===== src/rtl/qoa_pkg.sv =====
`default_nettype none
// ============================================================================
// Module      : qoa_pkg
// Description : Shared constants, types and helpers for the QOA decoder
//               datapath (LMS predictor, saturator, later stereo/mix stages).
// Revision    : 1.0 - initial release
// ============================================================================
package qoa_pkg;

    localparam int QOA_ORDER       = 4;   // LMS taps
    localparam int QOA_SAMPLE_W    = 16;  // sample / history / weight / dq width
    localparam int QOA_PRED_SHIFT  = 13;  // dot-product scaling
    localparam int QOA_DELTA_SHIFT = 4;   // dq -> weight delta scaling
    localparam int QOA_PROD_W      = 2 * QOA_SAMPLE_W;
    // 4 products of up to 2^30 magnitude sum without wrapping in 34 bits
    localparam int QOA_ACC_W       = QOA_PROD_W + 2;

    localparam logic signed [QOA_SAMPLE_W-1:0] S16_MAX = 16'sh7FFF;
    localparam logic signed [QOA_SAMPLE_W-1:0] S16_MIN = 16'sh8000;

    // lms_load_idx map: 0-3 history taps, 4-7 weight taps
    localparam logic [2:0] LMS_IDX_HIST0 = 3'd0;
    localparam logic [2:0] LMS_IDX_W0    = 3'd4;

    typedef logic signed [QOA_SAMPLE_W-1:0] s16_t;

    typedef enum logic [1:0] {
        ST_IDLE    = 2'd0,
        ST_MAC     = 2'd1,
        ST_RESOLVE = 2'd2,
        ST_OUT     = 2'd3
    } qoa_state_t;

    // Signed 16x16 -> 32 product
    function automatic logic signed [QOA_PROD_W-1:0] mul_s16(input s16_t a, input s16_t b);
        logic signed [QOA_PROD_W-1:0] a_ext;
        logic signed [QOA_PROD_W-1:0] b_ext;
        a_ext = {{QOA_SAMPLE_W{a[QOA_SAMPLE_W-1]}}, a};
        b_ext = {{QOA_SAMPLE_W{b[QOA_SAMPLE_W-1]}}, b};
        return a_ext * b_ext;
    endfunction

    // Sign-extend a product to accumulator width
    function automatic logic signed [QOA_ACC_W-1:0] sext_prod(input logic signed [QOA_PROD_W-1:0] p);
        return {{(QOA_ACC_W-QOA_PROD_W){p[QOA_PROD_W-1]}}, p};
    endfunction

endpackage
`default_nettype wire


===== src/rtl/qoa_lms_predictor_if.sv =====
`default_nettype none
// ============================================================================
// Module      : qoa_lms_predictor_if
// Description : Handshake bundle of the LMS predictor: residual input,
//               header-state load port and PCM sample output.
//               slave  : predictor side
//               master : upstream/downstream (parser, dequantiser, consumer)
// Revision    : 1.0 - initial release
// ============================================================================
interface qoa_lms_predictor_if;
    import qoa_pkg::*;

    logic       dq_valid;
    logic       dq_ready;
    s16_t       dq_data;
    logic       lms_load_valid;
    logic       lms_load_ready;
    logic [2:0] lms_load_idx;
    s16_t       lms_load_data;
    logic       out_valid;
    logic       out_ready;
    s16_t       out_sample;

    modport slave (
        input  dq_valid, dq_data, lms_load_valid, lms_load_idx, lms_load_data, out_ready,
        output dq_ready, lms_load_ready, out_valid, out_sample
    );

    modport master (
        output dq_valid, dq_data, lms_load_valid, lms_load_idx, lms_load_data, out_ready,
        input  dq_ready, lms_load_ready, out_valid, out_sample
    );

endinterface
`default_nettype wire


===== src/rtl/qoa_sat16.sv =====
`default_nettype none
// ============================================================================
// Module      : qoa_sat16
// Description : Combinational saturator, 34-bit signed -> 16-bit signed.
//               Shared with the stereo/mix stages.
// Ports       : in_i  [33:0] signed input
//               out_o [15:0] input clamped to [-32768, 32767]
// Revision    : 1.0 - initial release
// ============================================================================
module qoa_sat16
    import qoa_pkg::*;
(
    input  logic signed [QOA_ACC_W-1:0]    in_i,
    output logic signed [QOA_SAMPLE_W-1:0] out_o
);

    // Value fits in 16 bits only if every bit above bit 15 equals the sign
    logic w_ovf;
    assign w_ovf = (in_i[QOA_ACC_W-1:QOA_SAMPLE_W-1] !=
                    {(QOA_ACC_W-QOA_SAMPLE_W+1){in_i[QOA_ACC_W-1]}});

    always_comb begin
        out_o = in_i[QOA_SAMPLE_W-1:0];
        if (w_ovf) begin
            out_o = in_i[QOA_ACC_W-1] ? S16_MIN : S16_MAX;
        end
    end

endmodule
`default_nettype wire


===== src/rtl/qoa_lms_predictor.sv =====
`default_nettype none
// ============================================================================
// Module      : qoa_lms_predictor
// Description : QOA reconstruction stage. Adds the 4-tap LMS prediction to
//               each dequantised residual, clamps to int16, emits the PCM
//               sample, then adapts the weights and shifts the history.
//               Holds one channel's LMS state, loaded from the frame header.
// Ports       : clk    clock
//               rst_n  asynchronous active-low reset
//               bus    qoa_lms_predictor_if.slave
//                      dq_*        residual in (valid/ready)
//                      lms_load_*  header write, idx 0-3 history, 4-7 weights
//                      out_*       PCM sample out (valid/ready)
// Config      : QOA_LMS_PARALLEL_MAC_EN - defined: full dot product in one
//               MAC cycle (handshake -> out_valid = 3 cycles). Undefined:
//               one shared multiplier, 4 MAC cycles (6 cycles latency).
// Revision    : 1.0 - initial release
// ============================================================================
module qoa_lms_predictor
    import qoa_pkg::*;
(
    input  logic              clk,
    input  logic              rst_n,
    qoa_lms_predictor_if.slave bus
);

    qoa_state_t state_q, state_d;

    s16_t                        hist_q [QOA_ORDER];
    s16_t                        w_q    [QOA_ORDER];
    s16_t                        dq_q;
    s16_t                        out_sample_q;
    logic signed [QOA_ACC_W-1:0] acc_q;

    logic                        w_dq_fire;
    logic                        w_load_fire;
    logic signed [QOA_ACC_W-1:0] w_mac_term;
    logic signed [QOA_ACC_W-1:0] w_pred;
    logic signed [QOA_ACC_W-1:0] w_dq_ext;
    logic signed [QOA_ACC_W-1:0] w_sum;
    s16_t                        w_sat;
    s16_t                        w_delta;

`ifdef QOA_LMS_PARALLEL_MAC_EN
    // All taps multiplied at once, summed in one adder tree
    logic signed [QOA_PROD_W-1:0] w_prod [QOA_ORDER];

    for (genvar g = 0; g < QOA_ORDER; g++) begin : g_mac
        assign w_prod[g] = mul_s16(hist_q[g], w_q[g]);
    end

    assign w_mac_term = (sext_prod(w_prod[0]) + sext_prod(w_prod[1])) +
                        (sext_prod(w_prod[2]) + sext_prod(w_prod[3]));
`else
    // Single multiplier walked over the taps by tap_q
    logic [1:0]                   tap_q;
    logic signed [QOA_PROD_W-1:0] w_prod;

    assign w_prod     = mul_s16(hist_q[tap_q], w_q[tap_q]);
    assign w_mac_term = sext_prod(w_prod);
`endif

    // ---------------------------------------------------------------- FSM
    always_ff @(posedge clk or negedge rst_n) begin
        if (!rst_n) begin
            state_q <= ST_IDLE;
        end else begin
            state_q <= state_d;
        end
    end

    always_comb begin
        state_d            = state_q;
        bus.dq_ready       = 1'b0;
        bus.lms_load_ready = 1'b0;
        bus.out_valid      = 1'b0;
        case (state_q)
            ST_IDLE: begin
                bus.lms_load_ready = 1'b1;
                // A header write in the same cycle takes priority over a residual
                bus.dq_ready       = !bus.lms_load_valid;
                if (bus.dq_valid && !bus.lms_load_valid) begin
                    state_d = ST_MAC;
                end
            end
            ST_MAC: begin
`ifdef QOA_LMS_PARALLEL_MAC_EN
                state_d = ST_RESOLVE;
`else
                if (tap_q == 2'(QOA_ORDER - 1)) begin
                    state_d = ST_RESOLVE;
                end
`endif
            end
            ST_RESOLVE: begin
                state_d = ST_OUT;
            end
            ST_OUT: begin
                bus.out_valid = 1'b1;
                if (bus.out_ready) begin
                    state_d = ST_IDLE;
                end
            end
            default: begin
                state_d = ST_IDLE;
            end
        endcase
    end

    assign w_dq_fire   = bus.dq_valid && bus.dq_ready;
    assign w_load_fire = bus.lms_load_valid && bus.lms_load_ready;

    // ------------------------------------------------------ resolve math
    assign w_pred   = acc_q >>> QOA_PRED_SHIFT;
    assign w_dq_ext = {{(QOA_ACC_W-QOA_SAMPLE_W){dq_q[QOA_SAMPLE_W-1]}}, dq_q};
    assign w_sum    = w_pred + w_dq_ext;
    assign w_delta  = dq_q >>> QOA_DELTA_SHIFT;

    qoa_sat16 u_sat (
        .in_i  (w_sum),
        .out_o (w_sat)
    );

    // ---------------------------------------------------------- datapath
    always_ff @(posedge clk or negedge rst_n) begin
        if (!rst_n) begin
            acc_q        <= '0;
            dq_q         <= '0;
            out_sample_q <= '0;
`ifndef QOA_LMS_PARALLEL_MAC_EN
            tap_q        <= '0;
`endif
            for (int i = 0; i < QOA_ORDER; i++) begin
                hist_q[i] <= '0;
                w_q[i]    <= '0;
            end
        end else begin
            case (state_q)
                ST_IDLE: begin
                    if (w_load_fire) begin
                        if (bus.lms_load_idx >= LMS_IDX_W0) begin
                            w_q[bus.lms_load_idx[1:0]] <= bus.lms_load_data;
                        end else begin
                            hist_q[bus.lms_load_idx[1:0]] <= bus.lms_load_data;
                        end
                    end else if (w_dq_fire) begin
                        dq_q  <= bus.dq_data;
                        acc_q <= '0;
`ifndef QOA_LMS_PARALLEL_MAC_EN
                        tap_q <= '0;
`endif
                    end
                end
                ST_MAC: begin
                    acc_q <= acc_q + w_mac_term;
`ifndef QOA_LMS_PARALLEL_MAC_EN
                    tap_q <= tap_q + 2'd1;
`endif
                end
                ST_RESOLVE: begin
                    out_sample_q <= w_sat;
                    // Sign-LMS update uses the history before it shifts; 16-bit wrap
                    for (int i = 0; i < QOA_ORDER; i++) begin
                        w_q[i] <= hist_q[i][QOA_SAMPLE_W-1] ? (w_q[i] - w_delta)
                                                            : (w_q[i] + w_delta);
                    end
                    for (int i = 0; i < QOA_ORDER - 1; i++) begin
                        hist_q[i] <= hist_q[i+1];
                    end
                    hist_q[QOA_ORDER-1] <= w_sat;
                end
                default: begin
                end
            endcase
        end
    end

    assign bus.out_sample = out_sample_q;

endmodule
`default_nettype wire


===== src/flat_wrapper.sv =====
// flat-port wrapper written by rule: the top's interface ports become plain ports
module qoa_lms_predictor_flat import qoa_pkg::*;
  (clk, rst_n, bus_dq_valid, bus_dq_data, bus_lms_load_valid, bus_lms_load_idx, bus_lms_load_data, bus_out_ready, bus_dq_ready, bus_lms_load_ready, bus_out_valid, bus_out_sample);
  qoa_lms_predictor_if bus_i ();
  input  logic clk;
  input  logic rst_n;
  input wire logic [$bits(bus_i.dq_valid)-1:0] bus_dq_valid;
  input wire logic [$bits(bus_i.dq_data)-1:0] bus_dq_data;
  input wire logic [$bits(bus_i.lms_load_valid)-1:0] bus_lms_load_valid;
  input wire logic [$bits(bus_i.lms_load_idx)-1:0] bus_lms_load_idx;
  input wire logic [$bits(bus_i.lms_load_data)-1:0] bus_lms_load_data;
  input wire logic [$bits(bus_i.out_ready)-1:0] bus_out_ready;
  output wire logic [$bits(bus_i.dq_ready)-1:0] bus_dq_ready;
  output wire logic [$bits(bus_i.lms_load_ready)-1:0] bus_lms_load_ready;
  output wire logic [$bits(bus_i.out_valid)-1:0] bus_out_valid;
  output wire logic [$bits(bus_i.out_sample)-1:0] bus_out_sample;
  assign bus_i.dq_valid = bus_dq_valid;
  assign bus_i.dq_data = bus_dq_data;
  assign bus_i.lms_load_valid = bus_lms_load_valid;
  assign bus_i.lms_load_idx = bus_lms_load_idx;
  assign bus_i.lms_load_data = bus_lms_load_data;
  assign bus_i.out_ready = bus_out_ready;
  assign bus_dq_ready = bus_i.dq_ready;
  assign bus_lms_load_ready = bus_i.lms_load_ready;
  assign bus_out_valid = bus_i.out_valid;
  assign bus_out_sample = bus_i.out_sample;
  qoa_lms_predictor u_core (.clk(clk), .rst_n(rst_n), .bus(bus_i));
endmodule

===== config.mk =====
export PLATFORM = sky130hd
export DESIGN_NAME = qoa_lms_predictor_flat
export DESIGN_NICKNAME = d
export VERILOG_FILES = /design/src/rtl/qoa_pkg.sv /design/src/rtl/qoa_lms_predictor_if.sv /design/src/rtl/qoa_sat16.sv /design/src/rtl/qoa_lms_predictor.sv /design/src/flat_wrapper.sv
export SDC_FILE = /design/constraint.sdc
export NUM_CORES = 2
export LEC_CHECK = 0
export ABC_AREA = 1
export CAP_MARGIN = 30
export CELL_PAD_IN_SITES_DETAIL_PLACEMENT = 2
export CELL_PAD_IN_SITES_GLOBAL_PLACEMENT = 2
export CORE_ASPECT_RATIO = 0.75
export CORE_MARGIN = 2
export CORE_UTILIZATION = 40
export DETAILED_ROUTE_END_ITERATION = 16
export GPL_TIMING_DRIVEN = 0
export PLACE_DENSITY = 0.93
export SYNTH_ARGS = -nofsm -noshare
export SYNTH_HDL_FRONTEND = slang
export SYNTH_SLANG_ARGS = --single-unit

===== constraint.sdc =====
create_clock -name clk -period 10.1 [get_ports clk]
set_input_delay 1.515 -clock clk [delete_from_list [all_inputs] [get_ports clk]]
set_output_delay 1.515 -clock clk [all_outputs]
set_load 0.02 [all_outputs]

==> results.sh <==
export IMPL_outcome="finished, violations left"
export IMPL_violations="max-slew violations, negative setup slack"
export IMPL_crit_path_end="u_core.acc_q[33]$_DFFE_PN0P_"
export IMPL_final_setup_tns_ps=-151.7
export IMPL_reg2reg_depth=29
export IMPL_postSynthAreaPerCell_um2=7.444
export IMPL_cp_top_family="adder cells"
export IMPL_grt_overflow=0
export IMPL_post_place_cells=4351
export IMPL_postCtsSetupBuffers=0
export IMPL_final_cell_area_um2=28030
export IMPL_crit_path_end_kind="flip-flop"
export IMPL_rr_endpoint="u_core.acc_q[33]$_DFFE_PN0P_"
export IMPL_r2r_setup_slack_ps=-130
export IMPL_antenna_found_initial=9
export IMPL_path_clk_slew_ps=100
export IMPL_drt_wl_total_mm=148.2
export IMPL_viasPerCell=6.438
export IMPL_dp_final_hpwl_mm=113.8
export IMPL_worstSetupStartpointType="flip-flop"
export IMPL_fin_ws_ps=-134.5
export IMPL_criticalPathCategory="reg -> reg"
export IMPL_crit_buf_inv=10
export IMPL_grt_max_degree=82
export IMPL_timing_final_crit_share_pct=101.3
export IMPL_clk_latency_ps=550
export IMPL_ant_nets=0
export IMPL_path_common_cell="inv_1"
export IMPL_place_congestion=0.9750
export IMPL_drc=0
export IMPL_synth_edf_count=0
export IMPL_die_h_um=222.6
export IMPL_cts_tree="yes"
export IMPL_worstSetupStartpoint="u_core.tap_q[0]$_DFFE_PN0P_"
export IMPL_ctsResizeCount=0
export IMPL_clock_sinks=198
export IMPL_drv_cap=0
export IMPL_synth_net_count=3964
export IMPL_critPathMaxFanout=10
export IMPL_worst_slew_pin_slew_ps=1612
export IMPL_dr_total_vias=28330
export IMPL_skew_ps=23.96
export IMPL_hp_class="reg -> reg"
export IMPL_start_util_pct=40.24
export IMPL_cp_required_ps=10540
export IMPL_grt_pass1_vias=31560
export IMPL_clock_root_buffer="clkbuf_16"
export IMPL_place_area_um2=27270
export IMPL_maxSlewViolCount=5
export IMPL_netlist_instances=3425
export IMPL_relSlewSlack_pct=-7.442
export IMPL_period_minus_slack_ps=10230
export IMPL_drt_first_iter_violations=3225
export IMPL_rr_startpoint="u_core.tap_q[0]$_DFFE_PN0P_"
export IMPL_synth_seq_cells=198
export IMPL_dr_pass1_iters=6
export IMPL_cp_slowest_cell="a32oi_1"
export IMPL_wl_per_cell_um=33.68
export IMPL_cp_arrival_ps=10670
export IMPL_grt_pass1_wl_mm=210.4
export IMPL_grt_usage_pct=44.41
export IMPL_timing_fmax_mhz=97.71
export IMPL_setup_violations=2
export IMPL_port_buffers=58
export IMPL_syn_area_um2=25500
export IMPL_cts_path_max_buffers=2
export IMPL_max_stage_delay_ps=1190
export IMPL_rsz0062_at_grt="no"
export IMPL_area_growth_synth_to_final_pct=9.952
export IMPL_yosysWarningCount=0
export IMPL_fin_cells=4401
export IMPL_nets=4056
export IMPL_hold_viol=0
export IMPL_htree_levels=4
export IMPL_floorplan_die_area_um2=65800
export IMPL_synth_seq_area_share_pct=19.43
export IMPL_hold_buffers=0
export IMPL_die_x_um=295.5
export IMPL_drive_gt1_share_pct=3.003
export IMPL_io_pins=59
export IMPL_path_depth=29
export IMPL_fp_row_count=80
export IMPL_synthFlopType="dfrtp_1"
export IMPL_async_reset_ff_share_pct=100.0
export IMPL_place_ws_ps=461.2
export IMPL_numCtsBuffers=17
export IMPL_coreArea_um2=63360
export IMPL_ys_types=49
## worst register-to-register path, delay by kind of cell (launching register included)
family	cells	cell delay, ps
buffers and inverters	10	2210
AOI/OAI and AO/OA	7	3040
DFF	1	440
and+or+nand+nor	5	880
adders and majority gates	7	3560
## cells in the mapped netlist (all sizes together) (4+ instances only)
| cell | count | share of area, % |
|---|---|---|
| a211oi | 5 | 0.15 |
| a21boi | 6 | 0.18 |
| a21o | 10 | 0.29 |
| a21oi | 240 | 4.9 |
| a22o | 5 | 0.17 |
| a31oi | 84 | 2.1 |
| a32oi | 30 | 1.0 |
| buf | 20 | 0.41 |
| clkbuf | 88 | 1.3 |
| clkinv | 6 | 0.088 |
| dfrtp | 198 | 19 |
| fa | 310 | 24 |
| ha | 189 | 9.3 |
| inv | 607 | 8.9 |
| nand2 | 775 | 12 |
| nand3 | 83 | 1.7 |
| nand4 | 8 | 0.20 |
| nor2 | 453 | 6.7 |
| nor3 | 13 | 0.26 |
| nor4 | 7 | 0.17 |
| o211ai | 5 | 0.15 |
| o21a | 4 | 0.12 |
| o21ai | 200 | 3.9 |
| o21bai | 5 | 0.15 |
| o31ai | 5 | 0.15 |
| xnor2 | 24 | 0.82 |
| xor2 | 32 | 1.1 |
## per-layer routing
metal  GRT usage [%]  part of all wire, %  vias up
met5               0                0.044        -
met4           32.05                  8.8        6
met3           15.11                   12      864
met2           68.45                   44     2190
met1           51.54                   35    14340
li1                -                    -    10930
## sequential cells by signal, summed over array words and instances, names as in the netlist
name / flops
u_core.state_q: 2
u_core.dq_q: 16
u_core.bus.out_sample: 16
u_core.acc_q: 34
u_core.w_q: 64
u_core.tap_q: 2
u_core.hist_q: 64
## kinds of logic (layout without fill, tap and decap cells)
group | count (synthesis) | count (layout) | synth area share, %
compound gates | 605 | 605 | 13.51
fa+ha+maj | 499 | 499 | 33.62
buf+inv | 721 | 826 | 10.74
simple gates | 1346 | 1346 | 20.78
flops | 198 | 198 | 19.43
other cells | 0 | 10 | 0
xor+xnor | 56 | 56 | 1.924
## through the flow
stage                     hold slack [ps]  utilization, %
after global routing                545.4           44.20
after detailed placement            476.1           43.04
after CTS                           523.1           44.02
after floorplan                     452.8               -
final                               525.2           44.24
after global placement              475.4           42.86
## layout by cell type (no fill, tap or decap), types with 8 or more instances in the layout
master | synthesis | final
nand2_1 | 759 | 759
inv_1 | 602 | 602
nor2_1 | 449 | 448
fa_1 | 310 | 310
a21oi_1 | 227 | 227
dfrtp_1 | 198 | 198
o21ai_0 | 195 | 195
ha_1 | 189 | 189
clkbuf_1 | 88 | 87
a31oi_1 | 84 | 84
nand3_1 | 81 | 81
clkdlybuf4s50_1 | 0 | 57
xor2_1 | 32 | 32
a32oi_1 | 30 | 26
xnor2_1 | 24 | 24
clkbuf_16 | 0 | 17
nand2_2 | 15 | 15
nor3_1 | 13 | 13
a21oi_2 | 12 | 12
buf_4 | 2 | 11
diode_2 | 0 | 10
buf_1 | 10 | 10
a21o_1 | 10 | 10
nand4_1 | 8 | 8
## how the worst min path moves through the flow
stage / from / endpoint / slack [ps] / cells past startpoint
global placement: u_core.bus.out_sample[4]$_DFFE_PN0P_ / u_core.bus.out_sample[4]$_DFFE_PN0P_ / 480 / 2
floorplan: u_core.dq_q[0]$_DFFE_PN0P_ / u_core.dq_q[0]$_DFFE_PN0P_ / 450 / 2
finish: u_core.acc_q[7]$_DFFE_PN0P_ / u_core.acc_q[7]$_DFFE_PN0P_ / 530 / 2
detailed placement: u_core.bus.out_sample[4]$_DFFE_PN0P_ / u_core.bus.out_sample[4]$_DFFE_PN0P_ / 480 / 2
global route: u_core.acc_q[9]$_DFFE_PN0P_ / u_core.acc_q[9]$_DFFE_PN0P_ / 550 / 2
CTS: u_core.acc_q[9]$_DFFE_PN0P_ / u_core.acc_q[9]$_DFFE_PN0P_ / 520 / 2
## final cells by class
| cell class | count | area (um2) |
|---|---|---|
| fill | 7296 | 35330 |
| multi-input combinational | 2506 | 17830 |
| sequential | 198 | 4955 |
| inverter | 613 | 2303 |
| tap | 861 | 1077 |
| timing repair buffer | 73 | 780.7 |
| buffer | 108 | 436.7 |
| clock buffer | 17 | 425.4 |
| clock inverter | 15 | 195.2 |
| antenna | 10 | 25.02 |
Power is left out: the tool's default activity adds up to more than one toggle a clock period on the data nets, which glitch-free logic cannot reach.
